[src/rtl/pte_fetch_unit_pkg.sv]
// Shared types for the PTE fetch unit: FSM state encoding and PTE buffer entry layout.
package PageStruct;

    localparam int PTE_WIDTH     = 64;
    localparam int PTE_TAG_WIDTH = PTE_WIDTH - 3;
    localparam int PTE_V_BIT     = 0;

    typedef enum logic [3:0] {
        IDLE = 4'b0001,
        REQ  = 4'b0010,
        WAIT = 4'b0100,
        RESP = 4'b1000
    } pte_fetch_state_t;

    typedef struct packed {
        logic                     valid;
        logic [PTE_TAG_WIDTH-1:0] tag;
        logic [PTE_WIDTH-1:0]     data;
    } PteBufEntry;

endpackage

[src/rtl/pte_fetch_unit_buffer.sv]
// Small fully-associative PTE buffer: combinational tag lookup, registered
// round-robin fill and whole-buffer flush.
module pte_buffer
    import PageStruct::*;
#(
    parameter int ENTRIES = 4
) (
    input  logic                     clk,
    input  logic                     rstn,
    input  logic                     flush,
    input  logic [PTE_TAG_WIDTH-1:0] lookup_tag,
    output logic                     hit,
    output logic [PTE_WIDTH-1:0]     hit_data,
    input  logic                     fill_en,
    input  logic [PTE_TAG_WIDTH-1:0] fill_tag,
    input  logic [PTE_WIDTH-1:0]     fill_data
);

    localparam int PTR_W = $clog2(ENTRIES);

    PteBufEntry       entries [ENTRIES];
    logic [PTR_W-1:0] rr_ptr;

    always_comb begin
        hit      = 1'b0;
        hit_data = '0;
        for (int i = 0; i < ENTRIES; i++) begin
            if (entries[i].valid && (entries[i].tag == lookup_tag)) begin
                hit      = 1'b1;
                hit_data = entries[i].data;
            end
        end
    end

    // ENTRIES is a power of two, so the pointer wraps by plain overflow.
    always_ff @(posedge clk) begin
        if (!rstn) begin
            for (int i = 0; i < ENTRIES; i++) begin
                entries[i] <= '0;
            end
            rr_ptr <= '0;
        end else if (flush) begin
            for (int i = 0; i < ENTRIES; i++) begin
                entries[i].valid <= 1'b0;
            end
        end else if (fill_en) begin
            entries[rr_ptr] <= '{valid: 1'b1, tag: fill_tag, data: fill_data};
            rr_ptr          <= rr_ptr + 1'b1;
        end
    end

endmodule

[src/rtl/pte_fetch_unit.sv]
// PTE read responder for the page-table walker; misses go out on a valid/ready
// memory channel. Define PTE_BUF_EN to include the PTE buffer (hits + flush).
//
// state | meaning
// IDLE  | no miss in flight; hits answered combinationally
// REQ   | memory read request presented, waiting for mem_ready
// WAIT  | request accepted, waiting for mem_rvalid
// RESP  | captured PTE presented with stall=0 for one cycle
module pte_fetch_unit
    import PageStruct::*;
#(
    parameter int ADDR_WIDTH = 64,
    parameter int ENTRIES    = 4
) (
    input  logic                  clk,
    input  logic                  rstn,
    input  logic                  ren,
    input  logic [ADDR_WIDTH-1:0] pa,
    input  logic                  flush,
    output logic                  stall,
    output logic [ADDR_WIDTH-1:0] pte,
    output logic                  mem_req,
    output logic [ADDR_WIDTH-1:0] mem_addr,
    input  logic                  mem_ready,
    input  logic                  mem_rvalid,
    input  logic [ADDR_WIDTH-1:0] mem_rdata,
    input  logic                  mem_rerr
);

    pte_fetch_state_t      state_q;
    logic [ADDR_WIDTH-1:0] addr_q;
    logic [ADDR_WIDTH-1:0] data_q;
    logic                  hit;
    logic [ADDR_WIDTH-1:0] hit_data;

`ifdef PTE_BUF_EN
    logic                  buf_hit;
    logic [ADDR_WIDTH-1:0] buf_data;
    logic                  drop_q;
    logic                  fill_en;

    // A flush coinciding with the return also suppresses the fill.
    assign fill_en = (state_q == WAIT) && mem_rvalid && !mem_rerr &&
                     mem_rdata[PTE_V_BIT] && !drop_q && !flush;

    pte_buffer #(
        .ENTRIES (ENTRIES)
    ) u_pte_buffer (
        .clk        (clk),
        .rstn       (rstn),
        .flush      (flush),
        .lookup_tag (pa[ADDR_WIDTH-1:3]),
        .hit        (buf_hit),
        .hit_data   (buf_data),
        .fill_en    (fill_en),
        .fill_tag   (addr_q[ADDR_WIDTH-1:3]),
        .fill_data  (mem_rdata)
    );

    assign hit      = buf_hit & ~flush;
    assign hit_data = buf_data;
`else
    logic unused_flush;

    assign unused_flush = flush;
    assign hit          = 1'b0;
    assign hit_data     = '0;
`endif

    assign mem_addr = addr_q;

    always_comb begin
        stall = 1'b0;
        pte   = '0;
        unique case (state_q)
            IDLE: begin
                stall = ren & ~hit;
                if (ren && hit) begin
                    pte = hit_data;
                end
            end
            REQ:     stall = 1'b1;
            WAIT:    stall = 1'b1;
            RESP:    pte   = data_q;
            default: stall = 1'b1;
        endcase
    end

    always_ff @(posedge clk) begin
        if (!rstn) begin
            state_q <= IDLE;
            addr_q  <= '0;
            data_q  <= '0;
            mem_req <= 1'b0;
`ifdef PTE_BUF_EN
            drop_q  <= 1'b0;
`endif
        end else begin
            unique case (state_q)
                IDLE: begin
                    if (ren && !hit) begin
                        addr_q  <= pa;
                        mem_req <= 1'b1;
                        state_q <= REQ;
`ifdef PTE_BUF_EN
                        drop_q  <= 1'b0;
`endif
                    end
                end
                REQ: begin
`ifdef PTE_BUF_EN
                    if (flush) drop_q <= 1'b1;
`endif
                    if (mem_ready) begin
                        mem_req <= 1'b0;
                        state_q <= WAIT;
                    end
                end
                WAIT: begin
`ifdef PTE_BUF_EN
                    if (flush) drop_q <= 1'b1;
`endif
                    if (mem_rvalid) begin
                        data_q  <= mem_rerr ? '0 : mem_rdata;
                        state_q <= ren ? RESP : IDLE;
                    end
                end
                RESP: state_q <= IDLE;
                default: begin
                    mem_req <= 1'b0;
                    state_q <= IDLE;
                end
            endcase
        end
    end

endmodule
[config.mk]
export PLATFORM = sky130hd
export DESIGN_NAME = pte_fetch_unit
export DESIGN_NICKNAME = d
export VERILOG_FILES = /design/src/rtl/pte_fetch_unit_pkg.sv /design/src/rtl/pte_fetch_unit_buffer.sv /design/src/rtl/pte_fetch_unit.sv
export SDC_FILE = /design/constraint.sdc
export NUM_CORES = 1
export LEC_CHECK = 0
export CAP_MARGIN = 10
export CORE_ASPECT_RATIO = 0.8
export CORE_UTILIZATION = 40
export DETAILED_ROUTE_END_ITERATION = 10
export PLACE_DENSITY = 0.77
export RECOVER_POWER = 25
export SLEW_MARGIN = 20
export SYNTH_ARGS = -nofsm -noshare
export SYNTH_HDL_FRONTEND = slang
export SYNTH_SLANG_ARGS = --single-unit
[constraint.sdc]
create_clock -name clk -period 2 [get_ports clk]
set_input_delay 0.5 -clock clk [delete_from_list [all_inputs] [get_ports clk]]
set_output_delay 0.5 -clock clk [all_outputs]
set_load 0.005 [all_outputs]
Word-level counts from Yosys, hierarchy flattened
Index checks and enable logic that the tools add are counted.

Eq/ne operators: 7. Reductions and logical operators: 5. Muxes and demuxes: 11. Bitwise operators: 1.

Operator list (count): $mux 64 (2); $mux 4 (4); $pmux 4 s3 (1); $ne 2x2->1 const B (3); $reduce_and 3->1 (2); $eq 4x1->1 const B (1); $eq 4x2->1 const B (1); $eq 4x3->1 const B (1); $eq 4x4->1 const B (1); $reduce_and 2->1 (2); $pmux 1 s3 (1); $mux 1 (2); $pmux 1 s2 (1); $reduce_or 2->1 (1); $not 1->1 (1).

Output and inout port bits: 130. Logic and storage cells: 28. Bits of input ports: 135. Bits in registers: 133.

Logic depth before layout (Yosys ltp)
Depth after elaboration: 4. Mapped depth: 5. Depth with buffers taken out: 3.

Worst setup path after synthesis
No wires, ideal clock.

Kind: reg-to-output. Start: reg state_q[3]. End: out pte[14]. Path buffers: 3. Arrival time: 1240 ps. Stages on the path, launching flop included: 6. Slack: 260 ps. Data required time: 1500 ps. Cells stage by stage: dfxtp_1 > buf_2 > nor2b_1 > clkbuf_1 > buf_2 > and3_1.

Cells in the longest elaborated chain, start to end: 2.

Ends and longest elaborated chain: start, declared (RTL line pte_fetch_unit.sv:30) `pte_fetch_state_t state_q;`; start signal, assigned (RTL line pte_fetch_unit.sv:125) `state_q <= ren ? RESP : IDLE;`; $eq 4x4->1 (RTL line pte_fetch_unit.sv:75) `unique case (state_q)`; $mux 64; end, declared (RTL line pte_fetch_unit.sv:21) `output logic [ADDR_WIDTH-1:0] pte,`.

Every way passes these cells.

Final worst setup path
Start: reg state_q[1]. End: out pte[60].

The elaborated chain is that of the path after synthesis.

==> out/metrics.cfg <==
[pwr]
p_leak_nw = 3.993
peakVddDrop_mv = 0.5966
power_density_mw_per_mm2 = 665.2
power_mw = 6.715

[global_route]
grt_overflow = 0
grt_pass1_wl_mm = 29.19
grt_max_degree = 90
antenna_found_initial = 0
grt_pass1_vias = 5629
grt_usage_pct = 23.59

[route]
drt_wl_total_mm = 18.61
dr.pass1.iters = 4
drtAntennaViolNets = 0
vias_per_cell = 5.003
wl_per_cell_um = 16.41
drc = 0
drt_iter0_drc = 216
num_vias = 5673

[floorplanning]
io_pins = 265
die_area_sq_mm = 0.01566
row_count = 39
die_w_um = 139.7
coreArea_sq_mm = 0.01454
start_util_pct = 41.71
die_y_um = 112.1

[clocking]
numCtsBuffers = 17
clock_latency_ps = 420
cts-root-buf = clkbuf_16
clock_sinks = 133
cts_tree = built
clockBufferDepth = 2
clkSlewWorstSetupHoldPaths_ps = 50
htreeDepth = 4
cts_hold_buf = 0

[placement]
dpl_cell_area_sq_mm = 0.009037
io_buffers = 263
dp_hpwl_mm = 11.53
gp_congestion = 0.7509
place_inst = 1085

[yosys]
ys_warn_count = 0
synthArstFlopShare_pct = 0
ys_seq_area_share_pct = 43.89
synth_cell_types = 28
yosysMostFrequentCell = nand2_1
ys.flop_type = dfxtp_1
syn_area_sq_mm = 0.006066
synthTopCellsByArea = dfxtp_1, mux2i_1, nand2_1
synth.top_cells.by_count = nand2_1, dfxtp_1, mux2i_1
synth_top_area_cell = dfxtp_1
synth_top_area_share_pct = 43.89
yosys_register_bits = 133
synth_edf_count = 0
syn_nets = 807
syn_inst = 672
avgSynthCellArea_sq_um = 9.027

[sta]
skew_ps = 15.76
worst_slack_ps = -79.91
fin_crit_sh_pct = 104.0
setup_viol = 41
clock.fmax_ghz = 0.4808
drv_slew = 0
min_period_ps = 2080
hold_viol = 0
rsz0062_at_grt = true
whs_ps = 448.2
worst_pin_slew_ps = 482.3
maxSlewHeadroom_pct = 67.02

[job]
maxCapViolations = 0

[worst_setup_path]
endpoint_kind = output port
crit_type = register to output port
critPathLaunchType = register
critPathRequiredTime_ps = 1500
cp_max_fo = 5
critical_path_arrival_ps = 1580

[cells_and_area]
finalNetCount = 1076
stdcell_count = 1134
diodes = 0
syn_to_final_growth_pct = 66.42
drive_above_1_share_pct = 19.79
post-route-cell-area_sq_mm = 0.01009

[hold_path]
hp-class = input pin to register

[outcome]
violations = negative setup slack
outcome = finished with violations

path summary, 6_finish.rpt:
| check | from | endpoint | slack (ps) | cells past startpoint |
|---|---|---|---|---|
| setup / recovery | state_q[1]$_SDFFE_PN0P_ | pte[60] | -80 | 7 |
| hold / removal | rstn | data_q[48]$_SDFFE_PN0P_ | 450 | 3 |
| setup reg to reg | state_q[1]$_SDFFE_PN0P_ | data_q[54]$_SDFFE_PN0P_ | 230 | 5 |
| hold reg to reg | data_q[12]$_SDFFE_PN0P_ | data_q[12]$_SDFFE_PN0P_ | 450 | 2 |
state kept, by name, indices dropped and copies added, names as in the netlist:
signal    count
state_q       4
mem_req       1
mem_addr     64
data_q       64
cell usage in the layout (no fill, tap or decap), types with 2 or more instances in the layout:
cell               n
dlygate4sd3_1      2
dfxtp_2            3
buf_4             12
mux2i_1          128
nand2b_1           2
clkbuf_16         18
dfxtp_1          130
buf_12            19
nand3b_1          65
clkbuf_1           5
and3_1            25
and3_4            40
nor3_1             3
buf_16             6
buf_2             27
clkbuf_8           3
clkinvlp_4         2
buf_8              4
nand2_1          193
clkdlybuf4s50_1  195
buf_6             45
what timing repair did:
item / 4_1_cts / 5_1_grt
gates resized for setup: 328 / 36
gates cloned: 9 / 1
endpoints found under the setup margin: 65 / 65
pin swaps: 20 / 7
buffers inserted: 11 / 2
kinds of logic after synthesis:
family                 share of synthesized area, %
AO/OA/AOI/OAI                                 1.073
AND/OR/NAND/NOR                               28.57
flip-flops                                    43.89
buffers and inverters                         5.342
multiplexers                                  21.12
layer usage:
| layer | share of wire (%) | track usage [%] | up-vias |
|---|---|---|---|
| met3 | 7.8 | 8.404 | 17 |
| met2 | 48 | 39.27 | 194 |
| met4 | 1.3 | 7.399 | 0 |
| met5 | 0 | 0 | - |
| li1 | - | - | 2809 |
| met1 | 43 | 28.46 | 2653 |
where the power goes:
group | switching, mW | internal [mW]
logic | 0.398 | 0.667
registers | 0.0568 | 2.76
clock network | 1.06 | 1.78
total | 1.52 | 5.20
metrics by stage:
step	worst slack (ps)	TNS, ps	utilization [%]
final	-79.91	-1367	69.42
after global routing	-139.1	-8488	69.42
after CTS	-80.35	-2496	68.65
after detailed placement	-246.5	-1054	62.15
after global placement	-253.8	-254.1	62.15
after floorplan	260.3	0	-
area by class of cell:
type | count | area (sq um)
fillers | 1144 | 4447
inverters | 1 | 3.754
flip-flops and latches | 133 | 2666
well taps | 184 | 230.2
repair buffers | 314 | 3376
multi-input cells | 474 | 3287
clock inverters | 4 | 50.05
clock buffers | 24 | 481.7
worst max-delay path, stage by stage, from the launching register on:
cell     delay [ps]
dfxtp_2         330
nor2_4          120
buf_12          120
buf_8           110
buf_12          100
buf_16          100
and3_4          180
buf_6            90
Power figures use the tool's default switching activity.
